<file path="src/rtl/add_serial_pkg.sv">
`default_nettype none
// ============================================================================
//  Module  : add_serial_pkg
//  Purpose : Shared definitions for the digit-serial adder/subtractor:
//            the 2-bit controller state type with its encodings, and a
//            ceiling-log2 helper used to size the digit counter.
//  Ports   : none (package)
//  Rev     : 1.0  initial release
// ============================================================================
package add_serial_pkg;

   typedef logic [1:0] state_t;

   localparam state_t ST_IDLE = 2'd0;
   localparam state_t ST_ADD  = 2'd1;
   localparam state_t ST_DONE = 2'd2;

   // ceil(log2(n)), but never below 1 so a counter always has a bit.
   function automatic int clog2_min1(input int n);
      int r;
      r = 0;
      while ((1 << r) < n) r = r + 1;
      return (r < 1) ? 1 : r;
   endfunction

endpackage : add_serial_pkg
`default_nettype wire

</file>
<file path="src/rtl/serial_digit_add.sv">
`default_nettype none
// ============================================================================
//  Module  : serial_digit_add
//  Purpose : Combinational DIGIT-bit adder slice for the serial datapath.
//  Ports   : x, y   - DIGIT-bit addends
//            cin    - carry into bit 0
//            sum    - DIGIT-bit sum
//            cout   - carry out of the digit MSB
//            c_msb  - carry into the digit MSB (for overflow detection)
//  Rev     : 1.0  initial release
// ============================================================================
module serial_digit_add #(
   parameter int DIGIT = 1
) (
   input  logic [DIGIT-1:0] x,
   input  logic [DIGIT-1:0] y,
   input  logic             cin,
   output logic [DIGIT-1:0] sum,
   output logic             cout,
   output logic             c_msb
);

   logic [DIGIT:0] w_full;

   assign w_full = {1'b0, x} + {1'b0, y} + (DIGIT+1)'(cin);
   assign sum    = w_full[DIGIT-1:0];
   assign cout   = w_full[DIGIT];
   // The MSB sum bit is x^y^carry_in, so the carry into it falls out directly.
   assign c_msb  = w_full[DIGIT-1] ^ x[DIGIT-1] ^ y[DIGIT-1];

endmodule : serial_digit_add
`default_nettype wire

</file>
<file path="src/rtl/add_sub_serial.sv">
`default_nettype none
// ============================================================================
//  Module  : add_sub_serial
//  Purpose : Digit-serial adder/subtractor. WIDTH-bit operands are processed
//            DIGIT bits per clock, LSB first, over N = WIDTH/DIGIT cycles.
//            Subtraction is a + ~b + 1 (carry pre-loaded with 1).
//  Ports   : clk, rst        - clock (rising), async active-high reset
//            start/ready     - request handshake (ready only in IDLE)
//            sub, a, b       - mode and operands, sampled at accept
//            busy            - high while digits are being processed
//            valid/ack       - result handshake (valid only in DONE)
//            out, cout, ovf  - result, carry-out (sub: 1 = no borrow),
//                              two's-complement overflow
//  Rev     : 1.0  initial release
// ============================================================================
module add_sub_serial
   import add_serial_pkg::*;
#(
   parameter int WIDTH = 8,
   parameter int DIGIT = 1
) (
   input  logic             clk,
   input  logic             rst,
   input  logic             start,
   input  logic             sub,
   input  logic [WIDTH-1:0] a,
   input  logic [WIDTH-1:0] b,
   output logic             ready,
   output logic             busy,
   output logic             valid,
   input  logic             ack,
   output logic [WIDTH-1:0] out,
   output logic             cout,
   output logic             ovf
);

   localparam int              N      = WIDTH / DIGIT;
   localparam int              CW     = clog2_min1(N);
   localparam logic [CW-1:0]   C_LAST = CW'(N - 1);

   state_t             r_state;
   state_t             w_next;
   logic [WIDTH-1:0]   r_a;
   logic [WIDTH-1:0]   r_b;
   logic [WIDTH-1:0]   r_out;
   logic [CW-1:0]      r_count;
   logic               r_carry;
   logic               r_cout;
   logic               r_ovf;

   logic [DIGIT-1:0]   w_sum;
   logic               w_c;
   logic               w_cmsb;
   logic               w_last;

   serial_digit_add #(.DIGIT(DIGIT)) u_digit (
      .x     (r_a[DIGIT-1:0]),
      .y     (r_b[DIGIT-1:0]),
      .cin   (r_carry),
      .sum   (w_sum),
      .cout  (w_c),
      .c_msb (w_cmsb)
   );

   assign w_last = (r_count == C_LAST);

   // ---------------- state register ----------------
   always_ff @(posedge clk or posedge rst) begin
      if (rst) r_state <= ST_IDLE;
      else     r_state <= w_next;
   end

   // ---------------- next-state logic ----------------
   always_comb begin
      w_next = r_state;
      case (r_state)
         ST_IDLE: if (start)  w_next = ST_ADD;
         ST_ADD:  if (w_last) w_next = ST_DONE;
         ST_DONE: if (ack)    w_next = ST_IDLE;
         default:             w_next = ST_IDLE;
      endcase
   end

   // ---------------- state-decoded outputs ----------------
   always_comb begin
      ready = (r_state == ST_IDLE);
      busy  = (r_state == ST_ADD);
      valid = (r_state == ST_DONE);
   end

   // ---------------- datapath ----------------
   always_ff @(posedge clk or posedge rst) begin
      if (rst) begin
         r_a     <= '0;
         r_b     <= '0;
         r_out   <= '0;
         r_count <= '0;
         r_carry <= 1'b0;
         r_cout  <= 1'b0;
         r_ovf   <= 1'b0;
      end else begin
         case (r_state)
            ST_IDLE: begin
               if (start) begin
                  r_a     <= a;
                  r_b     <= sub ? ~b : b;
                  r_carry <= sub;
                  r_count <= '0;
                  r_out   <= '0;
               end
            end
            ST_ADD: begin
               // New digit enters at the top; after N digits the LSB digit
               // has walked down to bit 0.
               r_out   <= WIDTH'({w_sum, r_out} >> DIGIT);
               r_carry <= w_c;
               r_a     <= r_a >> DIGIT;
               r_b     <= r_b >> DIGIT;
               r_count <= r_count + CW'(1);
               if (w_last) begin
                  r_cout <= w_c;
                  r_ovf  <= w_cmsb ^ w_c;
               end
            end
            default: ; // DONE and the illegal encoding hold every register
         endcase
      end
   end

   assign out  = r_out;
   assign cout = r_cout;
   assign ovf  = r_ovf;

endmodule : add_sub_serial
`default_nettype wire

</file>
<file path="config.mk">
export PLATFORM = sky130hd
export DESIGN_NAME = add_sub_serial
export DESIGN_NICKNAME = d
export VERILOG_FILES = /design/src/rtl/add_serial_pkg.sv /design/src/rtl/serial_digit_add.sv /design/src/rtl/add_sub_serial.sv
export SDC_FILE = /design/constraint.sdc
export NUM_CORES = 1
export LEC_CHECK = 0
export ABC_CLOCK_PERIOD_IN_PS = 3100
export CAP_MARGIN = 20
export CORE_MARGIN = 2
export CORE_UTILIZATION = 53
export CTS_CLUSTER_SIZE = 14
export DETAILED_ROUTE_END_ITERATION = 10
export GPL_TIMING_DRIVEN = 0
export MAX_ROUTING_LAYER = met4
export PLACE_DENSITY = 0.87
export SLEW_MARGIN = 5
export SYNTH_ARGS = -nofsm -noshare
export SYNTH_HDL_FRONTEND = slang
export SYNTH_HIERARCHICAL = 1
export SYNTH_SLANG_ARGS = --single-unit
</file>
<file path="constraint.sdc">
create_clock -name clk -period 3.1 [get_ports clk]
set_input_delay 0.62 -clock clk [delete_from_list [all_inputs] [get_ports clk]]
set_output_delay 0.62 -clock clk [all_outputs]
set_load 0.05 [all_outputs]
</file>
* Word level (Yosys, flattened, before mapping)
Cells that the tools add are included.
Word-level totals: flip-flop bits (word level) 32, output and inout port bits 13, bits of input ports 21
Operators by class: equal/unequal tests 6, add/sub/neg operators 3, reductions and logical operators 5, bitwise gates (word level) 4, muxes and demuxes 15
Operators by type and width (count):
- 8-bit case mux with 2 select lines | 3
- 8-bit two-way mux | 4
- 8-bit inverter | 1
- 2-bit two-way mux | 3
- 2-bit case mux with 3 select lines | 1
- 3-bit case mux with 2 select lines | 1
- 2-bit by 1-bit != test with 1-bit output (second input constant) | 2
- 2-bit AND reduction | 2
- 3-bit by 1-bit adder with 3-bit output (second input constant) | 1
- 3-bit == test (second input constant) | 1
- 3-bit two-way mux | 1
- 3-bit AND reduction | 1
- 1-bit XOR | 3
- 1-bit by 1-bit adder with 2-bit output | 1
- 2-bit by 1-bit adder with 2-bit output | 1
- 2-bit by 1-bit == test with 1-bit output (second input constant) | 1
- 2-bit == test (second input constant) | 1
- 2-bit logical NOT | 1
- 2-bit != test (second input constant) | 1
- 1-bit case mux with 2 select lines | 1
- 2-bit nonzero test | 1
- 1-bit two-way mux | 1

* Longest topological paths before layout
Gate-level depths: netlist of the first run.
depth after elaboration 5, mapped depth 5, depth with buffers taken out 5

* By module
Netlist of the first run, hierarchy kept.
By module, submodules not included:
- add_sub_serial | sequential area each 800.8 µm², area an instance 1481.4 µm², cells each 119, instances 1
- serial_digit_add | sequential area each 0.0 µm², area an instance 43.8 µm², cells each 2, instances 1

* Least setup slack after synthesis of the first run
No wires, ideal clock.
path type register to output, start point register r_state[0], end point output valid, stages on the path, launching flop included 3, setup slack 1.175 ns, required time 2.480 ns, data arrival time 1.305 ns, buffers on the path 1, cells stage by stage dfrtp_1 > buf_6 > nor2b_1
On the way: cells in the longest elaborated chain, start to end 1
RTL lines:
- start, declared | RTL line add_sub_serial.sv:41 | state_t r_state;
- start signal, assigned | RTL line add_sub_serial.sv:70 | else r_state <= w_next;
- 2-bit == test | RTL line add_sub_serial.sv:88 | valid = (r_state == ST_DONE);
- end, declared | RTL line add_sub_serial.sv:30 | output logic valid,
Every way passes these cells.

* Final worst setup path of the first run
start point register r_state[0], end point output busy
On the way: cells in the longest elaborated chain, start to end 1
RTL lines:
- 2-bit by 1-bit == test with 1-bit output | RTL line add_sub_serial.sv:87 | busy = (r_state == ST_ADD);
- end, declared | RTL line add_sub_serial.sv:29 | output logic busy,
Every way passes these cells.

==> flow_summary_export.csv, run 1 <==
group,metric,value,unit
route,ant_nets,0,
worst_setup_path,crit_start,"r_state[0]$_DFFE_PP0P_",
synth,synthCells,121,
power_and_ir_drop,p_leak,0.914,nW
finish,synthToLayoutAreaGrowth,29.2,%
floorplan,start_util,55.8,%
route,drcViolationCount,0,
clocking,cts_tree,"built",
clocking,cts_setup_buffers,0,
sta,setup_violations,0,
sta,relSlewSlack,60.6,%
floorplan,io-pin-count,34,
sta,grt_setup_unrepaired,"no",
synth,syn_area_per_cell,12.6,sq um
floorplan,die_area,3320,sq um
finish,final-seq-area,801,sq um
sta,fin_ws,395,ps
synth,seq_area_frac_synth,52.5,%
global_routing,grt_pass1_wl,5240,um
route,viasPerCell,5.82,
clocking,htreeDepth,2,
finish,multi_input_comb_area,657,sq um
global_routing,antenna_found_initial,0,
worst_setup_path,worst-path-stages,3,
synth,ys_seq_elements,32,
power_and_ir_drop,seqPwrFrac,35.3,%
synth,synth_fp_nets,145,
worst_setup_path,cp.required,2480,ps
global_routing,grt_pass1_vias,1122,
clocking,clock_latency,320,ps
worst_setup_path,reg2reg_depth,4,
finish,num_antenna_cells,0,
sta,hold_violations,0,
sta,slew_viol_final,0,
place,dp_hpwl,2130,um
power_and_ir_drop,ir_drop,0.833,mV
worst_setup_path,path_cells,"and2b_1, buf_2, clkdlybuf4s50_1",
place,place_area,1910,sq um
clocking,cts_hold_buf,0,
global_routing,grt_max_degree,21,
finish,nFillCells,186,
worst_setup_path,crit_slowest_cell,"clkdlybuf4s50_1",
global_routing,grt-ovfl-total,0,
route,wl_per_cell,15.6,um
power_and_ir_drop,intPower,0.00118,W
worst_setup_path,r2r_start,"r_b[0]$_DFFE_PP0P_",
worst_setup_path,critPathCaptureType,"output port",
sta,fin_setup_tns,0,ps
clocking,ctsResizeCount,0,
clocking,clk_transition_reported_paths,90,ps
worst_setup_path,start_kind,"flop",
route,drtPass1Iterations,4,
clocking,cts.sinks,32,
global_routing,grtUsageTotal,21.7,%
sta,fmax,370,MHz
floorplan,std_cell_rows,19,
worst_setup_path,critical_path.max_stage_delay,840,ps
run,cap_violations,0,
power_and_ir_drop,pwr_density_cell,1010,nW/um^2
worst_setup_path,worst-r2r-setup-slack,1390,ps
sta,tightestPinTransition,590,ps
worst_setup_path,r2r_end,"ovf$_DFFE_PP0P_",
power_and_ir_drop,swShare,41.0,%
synth,synth_area,1530,sq um
worst_setup_path,arrival,2080,ps
floorplan,fp.dieW,57.6,um
synth,netlist-cell-type-count,29,
worst_setup_path,path_buf_inv,2,
clocking,clock_path_buffers,2,
worst_setup_path,crit_fanout,10,
min_path,hold_class,"flop to flop",
place,port_buffers,32,
finish,final_util,72.1,%
clocking,cts_buffers,5,
route,totalWireLength,3020,um
route,drt_iter0_markers,64,
finish,fin_area,1970,sq um
sta,fin_crit,2700,ps
sta,skew,2.22,ps
worst_setup_path,worst-setup-path-type,"flop to output port",
floorplan,die_h,57.6,um
clocking,cts-root-buf,"clkbuf_4",
floorplan,core_area,2730,sq um
power_and_ir_drop,pwr-share-comb,52.7,%
place,place_ws,761,ps
place,gp_congestion,0.755,
power_and_ir_drop,clkPwrFrac,12.0,%
route,dr_total_vias,1123,
worst_setup_path,critPathCapture,"busy",
worst_setup_path,critical-path-top-delay-family,"buffers and inverters",
synth,yosysWarnings,6,
power_and_ir_drop,switching_power,0.000820,W
finish,final_nets,185,
finish,drive_above_1_share,14.2,%
sta,post-route-period-util,87.3,%
run_status,status,"finished, final reports clean",
## through the flow
stage          hold WS, ps  std cells  total power, W
5_1_grt                510        193         0.00215
2_1_floorplan          450        121         0.00147
6_report               497        193         0.00200
3_3_place_gp           466        184         0.00172
3_5_place_dp           478        185         0.00177
4_1_cts                498        193         0.00202
## area by class of cell
| class | count | share of cell area (%) |
|---|---|---|
| Inverter | 1 | 0.190 |
| Sequential cell | 32 | 40.6 |
| Tap cell | 31 | 1.97 |
| Multi-Input combinational cell | 79 | 33.3 |
| Timing Repair Buffer | 33 | 17.7 |
| Buffer | 9 | 3.24 |
| Clock buffer | 8 | 2.98 |
## per-layer routing
| metal | wire length, um | vias to the layer above | GRT usage (%) |
|---|---|---|---|
| met5 | 0 | - | - |
| met4 | 41 | 0 | 7.31 |
| met3 | 209 | 4 | 9.60 |
| met2 | 1420 | 49 | 31.2 |
| met1 | 1340 | 544 | 27.7 |
| li1 | - | 526 | - |
## worst register-to-register path, cell delays in order, from the launching register on
cell and delay [ps]:
dfrtp_1 440, fa_1 600, xor3_1 330, xnor2_1 130, o21ai_0 140
## cells by family after synthesis
group / count (synthesis) / synth area share (%)
AO/OA/AOI/OAI: 38 / 20.0
buffers and inverters: 10 / 4.43
adder cells (fa/ha/maj): 3 / 2.95
AND/OR/NAND/NOR: 26 / 11.6
XOR/XNOR: 10 / 6.73
multiplexers: 2 / 1.72
flip-flops: 32 / 52.5
## synthesized netlist by cell type
master    number  share of area [%]
dfrtp_1       32                 53
a22o_1        11                6.3
nand2_1       10                2.5
o21ai_0        9                3.0
a22oi_1        8                3.9
xor2_1         8                4.6
a221o_1        7                4.6
and3b_1        7                4.0
buf_2          6                2.0
ha_1           2                1.6
nand2b_1       2               0.82
nor2b_1        2               0.82
a21oi_1        1               0.33
a32o_1         1               0.66
and2b_1        1               0.49
buf_6          1               0.74
buf_8          1               0.98
clkbuf_4       1               0.49
fa_1           1                1.3
inv_1          1               0.25
mux2_2         1               0.74
mux2_4         1               0.98
nand2b_2       1               0.57
nand3b_4       1                1.3
nor2_2         1               0.41
nor2_4         1               0.74
o21bai_4       1                1.2
xnor2_1        1               0.57
xor3_1         1                1.6
## power groups by stage
stage,combinational (W),clock (W),sequential (W)
5_1_grt,0.00114,0.000281,0.000729
4_1_cts,0.00106,0.000248,0.000706
6_report,0.00105,0.000240,0.000707
3_5_place_dp,0.00106,0,0.000713
2_1_floorplan,0.000591,0,0.000875
3_3_place_gp,0.00102,0,0.000700
## cell usage in the layout (no fill, tap or decap), drive strengths merged, types with 2 or more instances in the layout
cell type	count
nor2b	2
and3b	7
o21ai	9
clkbuf	9
clkdlybuf4s50	32
nand2b	3
xor2	8
nor2	2
dfrtp	32
buf	9
a221o	7
mux2	2
a22oi	8
nand2	10
a22o	11
ha	2
## sequential cells by signal, summed over array words and instances (netlist names)
register,cells
cout,1
ovf,1
r_carry,1
r_count,3
r_b,8
r_state,2
out,8
r_a,8
## worst min path at each step
stage	depth (start not counted)	startpoint	to
2_1_floorplan	2	r_a[1]$_DFFE_PP0P_	r_a[1]$_DFFE_PP0P_
3_3_place_gp	2	r_a[5]$_DFFE_PP0P_	r_a[5]$_DFFE_PP0P_
3_5_place_dp	2	r_a[6]$_DFFE_PP0P_	r_a[6]$_DFFE_PP0P_
4_1_cts	2	r_a[6]$_DFFE_PP0P_	r_a[6]$_DFFE_PP0P_
5_1_grt	2	r_a[6]$_DFFE_PP0P_	r_a[6]$_DFFE_PP0P_
6_report	2	ovf$_DFFE_PP0P_	ovf$_DFFE_PP0P_
No activity file was read; power rests on OpenSTA's default activity.
==> inputs of run 2 (changes only) <==
--- a/config.mk
+++ b/config.mk
@@ -5,15 +5,16 @@
 export SDC_FILE = /design/constraint.sdc
 export NUM_CORES = 1
 export LEC_CHECK = 0
+export ABC_AREA = 1
 export ABC_CLOCK_PERIOD_IN_PS = 3100
 export CAP_MARGIN = 20
 export CORE_MARGIN = 2
-export CORE_UTILIZATION = 53
+export CORE_UTILIZATION = 55
 export CTS_CLUSTER_SIZE = 14
 export DETAILED_ROUTE_END_ITERATION = 10
 export GPL_TIMING_DRIVEN = 0
 export MAX_ROUTING_LAYER = met4
-export PLACE_DENSITY = 0.87
+export PLACE_DENSITY = 0.88
 export SLEW_MARGIN = 5
 export SYNTH_ARGS = -nofsm -noshare
 export SYNTH_HDL_FRONTEND = slang
==> run 2 against run 1 <==
  * Cell count rose by 44%
  * Non-clock buffer count shrank 1
  * Sequential share of layout area down 3.4 points
  * Global-route usage rose by 2.1 points
  * Routed wire length grew 14%
  * Critical path depth down 1
  * Critical path type unchanged
  * Highest routed layer unchanged
==> flow_summary_export.csv, run 2 <==
group,metric,value,unit
global_routing,grt_pass1_vias,1479,
place,place_ws,812,ps
power_and_ir_drop,ir_drop,0.479,mV
sta,fmax,373,MHz
sta,hold_slack,477,ps
worst_setup_path,critical-path-top-delay-family,"buffers and inverters",
sta,post-route-period-util,86.4,%
synth,synth_top_area_share,46.9,%
worst_setup_path,critical_path.max_stage_delay,880,ps
sta,skew,3.98,ps
min_path,worstHoldStart,"cout$_DFFE_PP0P_",
route,drtPass1Iterations,4,
worst_setup_path,reg2reg_depth,8,
clocking,cts_hold_buf,0,
synth,synth_area,1710,sq um
floorplan,core_area,3000,sq um
synth,synth_xor_xnor_area_share,1.02,%
sta,fin_ws,422,ps
global_routing,grtUsageTotal,23.8,%
floorplan,die_h,59.7,um
synth,synth-simple-area-share,39.5,%
run,cap_violations,0,
synth,synth_top_area_cell,"dfrtp_1",
finish,num_antenna_cells,0,
synth,ys.flop_type,"dfrtp_1",
sta,relSlewSlack,53.3,%
route,wl_per_cell,12.4,um
route,drt_iter0_markers,74,
worst_setup_path,start_kind,"flop",
clocking,cts_buffers,5,
worst_setup_path,path_cells,"nor2_2, clkdlybuf4s50_1",
floorplan,die_area,3570,sq um
place,dp_hpwl,2520,um
clocking,htreeDepth,2,
worst_setup_path,worst-r2r-setup-slack,1410,ps
synth,yosysWarnings,6,
global_routing,grt-ovfl-total,0,
finish,final-seq-area,801,sq um
finish,most-common-layout-cells,"71 x nand2_1, 45 x nand3_1, 32 x dfrtp_1, 31 x clkdlybuf4s50_1, 15 x inv_1",
sta,hold_violations,0,
clocking,clk_transition_reported_paths,90,ps
global_routing,antenna_found_initial,0,
worst_setup_path,r2r_end,"ovf$_DFFE_PP0P_",
route,dr_total_vias,1445,
clocking,cts.sinks,32,
clocking,clock_path_buffers,2,
sta,grt_setup_unrepaired,"no",
power_and_ir_drop,pwr_density_cell,982,nW/um^2
sta,slew_viol_final,0,
route,viasPerCell,5.22,
route,totalWireLength,3450,um
synth,synthTopCellsByCount,"71 x nand2_1, 45 x nand3_1, 32 x dfrtp_1",
synth,synth_mux_area_share,0,%
power_and_ir_drop,power,0.00211,W
synth,synth_fp_nets,229,
sta,tightestPinTransition,700,ps
clocking,cts_tree,"built",
min_path,hold_class,"flop to flop",
clocking,clock_latency,330,ps
run_status,status,"finished, final reports clean",
synth,synth-edff-count,0,
worst_setup_path,r2r_start,"r_b[0]$_DFFE_PP0P_",
clocking,cts_setup_buffers,0,
floorplan,std_cell_rows,20,
synth,synth_compound_area_share,1.46,%
finish,final_common_cell,"nand2_1",
clocking,cts-root-buf,"clkbuf_4",
place,gp_congestion,0.791,
synth,synthCells,205,
synth,synth.area.top_cells,"dfrtp_1 47%, nand2_1 16%, nand3_1 13%",
global_routing,grt_pass1_wl,6140,um
finish,final_nets,268,
synth,ys_seq_elements,32,
min_path,hold_depth,2,
synth,async_flop_share,100,%
place,port_buffers,31,
synth,synth_top_family_by_area,"simple AND/OR/NAND/NOR gates",
min_path,hold_end,"cout$_DFFE_PP0P_",
worst_setup_path,worst-setup-path-type,"flop to output port",
sta,fin_crit,2680,ps
finish,drive_above_1_share,16.8,%
route,ant_nets,0,
synth,seq_area_frac_synth,46.9,%
synth,synth_adder_area_share,2.64,%
sta,setup_violations,0,
worst_setup_path,cp.required,2480,ps
synth,netlist-cell-type-count,22,
finish,nFillCells,239,
power_and_ir_drop,p_leak,1.14,nW
clocking,ctsResizeCount,0,
worst_setup_path,critPathCaptureType,"output port",
floorplan,start_util,56.9,%
worst_setup_path,arrival,2060,ps
synth,syn_area_per_cell,8.34,sq um
synth,synth_most_common_cell,"nand2_1",
worst_setup_path,crit_fanout,9,
worst_setup_path,path_buf_inv,1,
global_routing,grt_max_degree,18,
route,drcViolationCount,0,
sta,fin_setup_tns,0,ps
floorplan,fp.dieW,59.7,um
finish,multi_input_comb_area,763,sq um
worst_setup_path,crit_slowest_cell,"clkdlybuf4s50_1",
floorplan,io-pin-count,34,
finish,synthToLayoutAreaGrowth,26.0,%
-- run 2: cell types whose count changed after synthesis, sizes merged, moves of 3 or more --
cell,delta
nand2,+72
nand3,+53
inv,+16
a22o,-11
a22oi,-8
o21ai,-8
a221o,-7
and3b,-7
xor2,-6
nand2b,-3
-- run 2: worst min-delay path, cell delays in order (launching register included) --
cell and delay (ps):
dfrtp_1 350, nand2_1 50, nand2_1 50
-- run 2: where the power goes --
part / internal, W / leakage (nW) / switching [W]
Combinational: 0.000422 / 0.684 / 0.000704
Sequential: 0.000589 / 0.416 / 0.000133
Clock: 0.000128 / 0.0374 / 0.000137
Total: 0.00114 / 1.14 / 0.000974
-- run 2: cells by family (layout without fill, tap and decap cells) --
| logic type | count (synthesis) | in the layout |
|---|---|---|
| buf+inv | 26 | 65 |
| xor+xnor | 2 | 2 |
| compound gates | 3 | 3 |
| simple gates | 139 | 139 |
| fa+ha+maj | 3 | 3 |
| flops | 32 | 32 |
-- run 2: layer usage --
layer	part of all wire (%)	vias to the layer above	track usage [%]	routed length (um)
met2	49	35	39.3	1690
met3	4.6	8	7.14	159
met5	0	-	-	0
met4	1.7	0	7.62	57
li1	-	731	-	-
met1	45	671	27.8	1540
-- run 2: how the worst max path moves through the flow --
stage | to | from | depth (start not counted)
floorplan | valid | r_state[0]$_DFFE_PP0P_ | 1
global placement | ready | r_state[0]$_DFFE_PP0P_ | 2
detailed placement | busy | r_state[1]$_DFFE_PP0P_ | 5
CTS | ready | r_state[0]$_DFFE_PP0P_ | 2
global route | ready | r_state[0]$_DFFE_PP0P_ | 2
finish | ready | r_state[0]$_DFFE_PP0P_ | 2
-- run 2: cell type report --
class,count,area share (%)
Clock buffer,7,3.02
Sequential cell,32,37.2
Tap cell,33,1.92
Timing Repair Buffer,32,15.7
Buffer,9,3.54
Inverter,17,3.20
Multi-Input combinational cell,147,35.4
-- run 2: per-stage QoR --
step | utilization [%] | std cells | area [sq um]
after global placement | 68.6 | 269 | 2060
after floorplan | - | 205 | 1710
final | 71.7 | 277 | 2150
after global routing | 71.7 | 277 | 2150
after detailed placement | 69.5 | 270 | 2090
after CTS | 71.7 | 277 | 2150
==> inputs of run 3 (changes only) <==
--- a/config.mk
+++ b/config.mk
@@ -10,6 +10,7 @@
 export CAP_MARGIN = 20
 export CORE_MARGIN = 2
 export CORE_UTILIZATION = 55
+export CTS_BUF_LIST = sky130_fd_sc_hd__clkbuf_4 sky130_fd_sc_hd__clkbuf_8 sky130_fd_sc_hd__clkbuf_16
 export CTS_CLUSTER_SIZE = 14
 export DETAILED_ROUTE_END_ITERATION = 10
 export GPL_TIMING_DRIVEN = 0
==> results of run 3 <==
No change in the layout: final DEF, timing and power equal those of run 2.
